**src/rtl/br_resolve_pc.sv**
```systemverilog
// EX-stage branch resolution, 2-bit-counter BHT direction predictor and fetch PC
// register for the pipelined RV32I core.
module br_resolve_pc #(
  parameter logic [31:0] RESET_PC  = 32'h0000_0000,
  parameter int          BHT_DEPTH = 64
) (
  input  logic        i_clk,
  input  logic        i_reset,
  input  logic        i_stall,
  input  logic        i_if_is_br,
  input  logic [31:0] i_if_br_target,
  output logic [31:0] o_pc,
  output logic        o_if_pred_taken,
  input  logic        i_ex_valid,
  input  logic        i_ex_is_br,
  input  logic        i_ex_is_jmp,
  input  logic [2:0]  i_ex_funct3,
  input  logic [31:0] i_ex_pc,
  input  logic [31:0] i_ex_target,
  input  logic        i_ex_pred_taken,
  output logic        o_br_un,
  input  logic        i_br_less,
  input  logic        i_br_equal,
  output logic        o_flush,
  output logic [31:0] o_br_cnt,
  output logic [31:0] o_mispred_cnt
);

  localparam int IDX_W = $clog2(BHT_DEPTH);

  localparam logic [1:0] CTR_SNT = 2'b00;
  localparam logic [1:0] CTR_WNT = 2'b01;
  localparam logic [1:0] CTR_STK = 2'b11;

  logic [1:0]       bht [BHT_DEPTH];
  logic [IDX_W-1:0] if_idx;
  logic [IDX_W-1:0] ex_idx;
  logic [1:0]       ex_ctr;
  logic [1:0]       ex_ctr_next;
  logic             cond;
  logic             ex_br;
  logic             taken;
  logic             redirect;
  logic [31:0]      redirect_pc;
  logic [31:0]      pc_next;

  // BLTU/BGEU are the only encodings with funct3[1] set that compare.
  assign o_br_un = i_ex_funct3[1];

  // NOTE: every always_comb output gets a default first so no latch is inferred.
  always_comb begin
    cond = 1'b0;
    case (i_ex_funct3)
      3'b000:  cond = i_br_equal;
      3'b001:  cond = ~i_br_equal;
      3'b100:  cond = i_br_less;
      3'b101:  cond = ~i_br_less;
      3'b110:  cond = i_br_less;
      3'b111:  cond = ~i_br_less;
      default: cond = 1'b0;
    endcase
  end

  assign ex_br    = i_ex_valid & i_ex_is_br;
  assign taken    = i_ex_valid & (i_ex_is_jmp | (i_ex_is_br & cond));
  // Jumps are never predicted, so they always redirect.
  assign redirect = i_ex_valid & (i_ex_is_jmp | (i_ex_is_br & (cond != i_ex_pred_taken)));
  assign o_flush  = redirect;

  assign redirect_pc = taken ? i_ex_target : i_ex_pc + 32'd4;

  assign if_idx          = o_pc[IDX_W+1:2];
  assign o_if_pred_taken = i_if_is_br & bht[if_idx][1];

  always_comb begin
    pc_next = o_pc + 32'd4;
    if (redirect)             pc_next = redirect_pc;
    else if (i_stall)         pc_next = o_pc;
    else if (o_if_pred_taken) pc_next = i_if_br_target;
  end

  assign ex_idx = i_ex_pc[IDX_W+1:2];
  assign ex_ctr = bht[ex_idx];

  always_comb begin
    ex_ctr_next = ex_ctr;
    if (cond) begin
      if (ex_ctr != CTR_STK) ex_ctr_next = ex_ctr + 2'd1;
    end else begin
      if (ex_ctr != CTR_SNT) ex_ctr_next = ex_ctr - 2'd1;
    end
  end

  // NOTE: sequential state uses non-blocking assignments so every flop samples
  // the pre-edge values regardless of block ordering.
  always_ff @(posedge i_clk or posedge i_reset) begin
    if (i_reset) begin
      o_pc <= RESET_PC;
    end else begin
      o_pc <= pc_next;
    end
  end

  // NOTE: the BHT is built from flops and must start weakly-not-taken, so it is
  // reset like any other register rather than left to power-up values.
  always_ff @(posedge i_clk or posedge i_reset) begin
    if (i_reset) begin
      for (int i = 0; i < BHT_DEPTH; i++) bht[i] <= CTR_WNT;
    end else if (ex_br) begin
      bht[ex_idx] <= ex_ctr_next;
    end
  end

  always_ff @(posedge i_clk or posedge i_reset) begin
    if (i_reset) begin
      o_br_cnt      <= 32'd0;
      o_mispred_cnt <= 32'd0;
    end else begin
      if (ex_br)    o_br_cnt      <= o_br_cnt + 32'd1;
      if (redirect) o_mispred_cnt <= o_mispred_cnt + 32'd1;
    end
  end

endmodule

```
**config.mk**
```make
export PLATFORM = sky130hd
export DESIGN_NAME = br_resolve_pc
export DESIGN_NICKNAME = d
export VERILOG_FILES = /design/src/rtl/br_resolve_pc.sv
export SDC_FILE = /design/constraint.sdc
export NUM_CORES = 1
export LEC_CHECK = 0
export CAP_MARGIN = 20
export CORE_MARGIN = 2
export CORE_UTILIZATION = 40
export CTS_CLUSTER_DIAMETER = 200
export DETAILED_ROUTE_END_ITERATION = 10
export GPL_TIMING_DRIVEN = 0
export PLACE_DENSITY = 0.65
export SETUP_SLACK_MARGIN = 0.05
export SYNTH_ARGS = -nofsm -noshare
export SYNTH_HDL_FRONTEND = slang
export SYNTH_SLANG_ARGS = --single-unit
```
**constraint.sdc**
```tcl
create_clock -name i_clk -period 7.85 [get_ports i_clk]
set_input_delay 2.355 -clock i_clk [delete_from_list [all_inputs] [get_ports i_clk]]
set_output_delay 2.355 -clock i_clk [all_outputs]
set_load 0.05 [all_outputs]
```
==> qor.yml <==
status:
  run_status: "finished, final reports clean"
drt:
  drt_iter0_drc: 1211
  dr.pass1.iters: 6
  totalWireLength_um: 45880
  vias_per_cell: 5.890
  route.detailed.drc: 0
  routedWlPerCell_um: 22.62
  ant_nets: 0
  vias: 11940
pwr:
  power_density_mw_per_mm2: 256.9
  combinationalPowerShare: 0.336
  ir_drop_v: 0.0001639
  clkPwrFrac: 0.303
  p_int_mw: 2.609
  netSwitchingPower_mw: 1.600
  sequentialPowerShare: 0.361
  swShare: 0.3802
  p_leak_nw: 6.509
cells_and_area:
  num_antenna_cells: 0
  layout.nets: 1719
  area.growth.synth_to_final_pct: 28.90
  final_layout_size_suffix_gt1_frac: 0.1384
flow_run:
  cap_violations: 0
sta:
  worst_slew_margin_rel: 0.2870
  fin_ws_ns: 0.2453
  grt_setup_unrepaired: "false"
  setup_tns_ns: 0
  finalCritPeriodShare: 0.9688
  hold_viol: 0
  fmax_mhz: 131.5
  fin_crit_ns: 7.605
  drv_slew: 0
  setup_viol: 0
  finalClockSkew_ns: 0.01753
  worstMarginPinSlew_ns: 1.067
logic_synthesis:
  synth_most_common_cell: "nand2_1"
  synth_nets: 1473
  synthesis.area_mm2: 0.01271
  synthTopCellsByCount: "234 x nand2_1, 160 x dfrtp_1, 99 x nor2_1, 89 x o21ai_1, 65 x a21oi_1"
  ys_seq_area_frac: 0.4473
  synth_top_area_frac: 0.3150
  synth_area_leaders: "dfrtp_1 32%, dfstp_2 13%, nand2_1 6.9%, mux4_2 4.4%, xnor2_1 4.3%"
  synth_top_area_cell: "dfrtp_1"
  synth_edf_count: 0
  avgSynthCellArea_um2: 9.345
  async_reset_ff_frac: 1.000
  synth-main-ff-cell: "dfrtp_1"
  ys_types: 77
  yosys_warnings: 0
  synth_cells: 1360
  ys_seq_elements: 224
critical_path:
  r2r-end: "o_pc[23]"
  r2r_cells: 9
  cp_max_fo: 17
  worstReg2RegStart: "o_pc[3]"
  path_class: "in -> out"
  cp_cell_sequence: "clkdlybuf4s50_1 > xor2_1 > a22oi_2 > xnor2_1 > a21o_1 > nand2_1 > clkinv_1 > dlygate4sd2_1"
  crit_path_start: "i_ex_funct3[0]"
  endpoint_kind: "output pin"
  worstPathArrival_ns: 5.25
  critPathLaunchType: "primary input"
  r2r_slack_ns: 4.47
  slowest_stage: "dlygate4sd2_1"
  required_ns: 5.50
  max_stage_delay_ns: 0.61
clocking:
  cts-htree-levels: 1
  cts.sinks: 224
  clk_pin_slew_ns: 0.05
  clock_latency_ns: 0.54
  cts-root-buf: "clkbuf_16"
  tritoncts: "built"
  numCtsBuffers: 26
  clock_path_buffers: 3
global_route:
  grt_use_total: 0.2732
  grt_pass1_vias: 11800
  grt_max_degree: 40
  grt_pass1_wl_um: 70340
  grt_antenna_before_repair: 3
  overflow: 0
place:
  dpl.hpwl_um: 34230
  pre_cts_slack_ns: -0.4960
  port-buffer-count: 206
  place.gp.congestion: 0.9591
hold_path:
  whs_endpoint: "bht[54]"
  worstHoldStart: "bht[54]"
  hold_path_class: "reg -> reg"
  worstHoldPathCells: 2
floorplanning:
  rows: 65
  dieArea_mm2: 0.03322
  ios: 208
  initial_core_util: 0.4049
  core-area_mm2: 0.03139
  die_x_um: 182.3
  die_height_um: 182.3
power groups by stage:
stage	Clock, mW	Sequential, mW	Combinational [mW]
6_report	1.27	1.52	1.42
2_1_floorplan	0	1.80	0.572
3_5_place_dp	0	1.53	1.40
5_1_grt	1.34	1.54	1.49
4_1_cts	1.29	1.51	1.41
3_3_place_gp	0	1.53	1.38
logic make-up (layout without fill, tap and decap cells):
| logic type | count (synthesis) | after routing | synth area share |
|---|---|---|---|
| buf+inv | 99 | 365 | 0.03879 |
| compound gates | 311 | 311 | 0.1536 |
| fa+ha+maj | 6 | 6 | 0.005710 |
| mux | 71 | 71 | 0.08200 |
| xor+xnor | 95 | 95 | 0.06547 |
| flops | 224 | 224 | 0.4473 |
| simple gates | 554 | 554 | 0.2071 |
stage by stage:
| stage | instances | cell area [µm²] | utilization | power (mW) | hold WS [ns] |
|---|---|---|---|---|---|
| global placement | 1968 | 15280 | 0.4867 | 2.905 | 0.4488 |
| detailed placement | 1980 | 15470 | 0.4929 | 2.931 | 0.4530 |
| global route | 2028 | 16380 | 0.5219 | 4.375 | 0.4733 |
| floorplan | 1360 | 12710 | - | 2.372 | 0.4410 |
| finish | 2028 | 16380 | 0.5219 | 4.209 | 0.4591 |
| CTS | 2028 | 16380 | 0.5216 | 4.212 | 0.4618 |
critical path, delay by kind of cell:
family | cells | cell delay [ns]
AOI/OAI and AO/OA | 2 | 0.70
xor gates and xnor gates | 2 | 0.37
buffers and inverters | 3 | 1.62
and+or+nand+nor | 1 | 0.19
layout make-up:
cell class	count	area (µm²)
fill	2928	15010
inverter	24	93.84
clock inverter	10	132.6
tap	402	503.0
buffer	74	399.1
timing repair buffer	219	2250
sequential	224	5685
clock buffer	38	767.0
multi-input combinational	1037	6553
sequential cells by signal, indices dropped and copies added, names as in the netlist:
register	count
o_br_cnt	32
bht	128
o_pc	32
o_mispred_cnt	32
cells in the final DEF, fill, tap and decap left out, types with 25 or more instances in the layout:
cell,Yosys,final
and3_1,35,35
clkbuf_16,0,27
o21ai_0,25,25
xor2_1,32,32
mux4_2,25,25
nand2_1,234,234
nand3_1,57,57
o21ai_1,89,89
nor2_1,99,99
dfrtp_1,160,160
dfstp_2,64,64
clkbuf_1,29,34
clkdlybuf4s50_1,0,205
mux2i_1,31,31
nand4_1,31,31
a21oi_1,65,65
buf_2,28,29
xnor2_1,63,63
how the worst max path moves through the flow:
stage | end | cells past startpoint
finish | o_flush | 8
global route | o_flush | 8
global placement | o_flush | 9
floorplan | o_flush | 7
CTS | o_flush | 9
detailed placement | o_flush | 9
repair_timing:
action / CTS / global route
resized for setup: 2 / 0
buffers inserted: 0 / 0
hold buffers: 0 / 0
setup endpoints to repair: 1 / 1
cloned: 0 / 0
per-layer routing:
| layer | part of all wire | track usage |
|---|---|---|
| met5 | 0.00078 | 0 |
| met3 | 0.10 | 0.06905 |
| met1 | 0.41 | 0.3648 |
| met2 | 0.45 | 0.4356 |
| met4 | 0.034 | 0.09065 |
No activity file was read; power rests on OpenSTA's default activity.
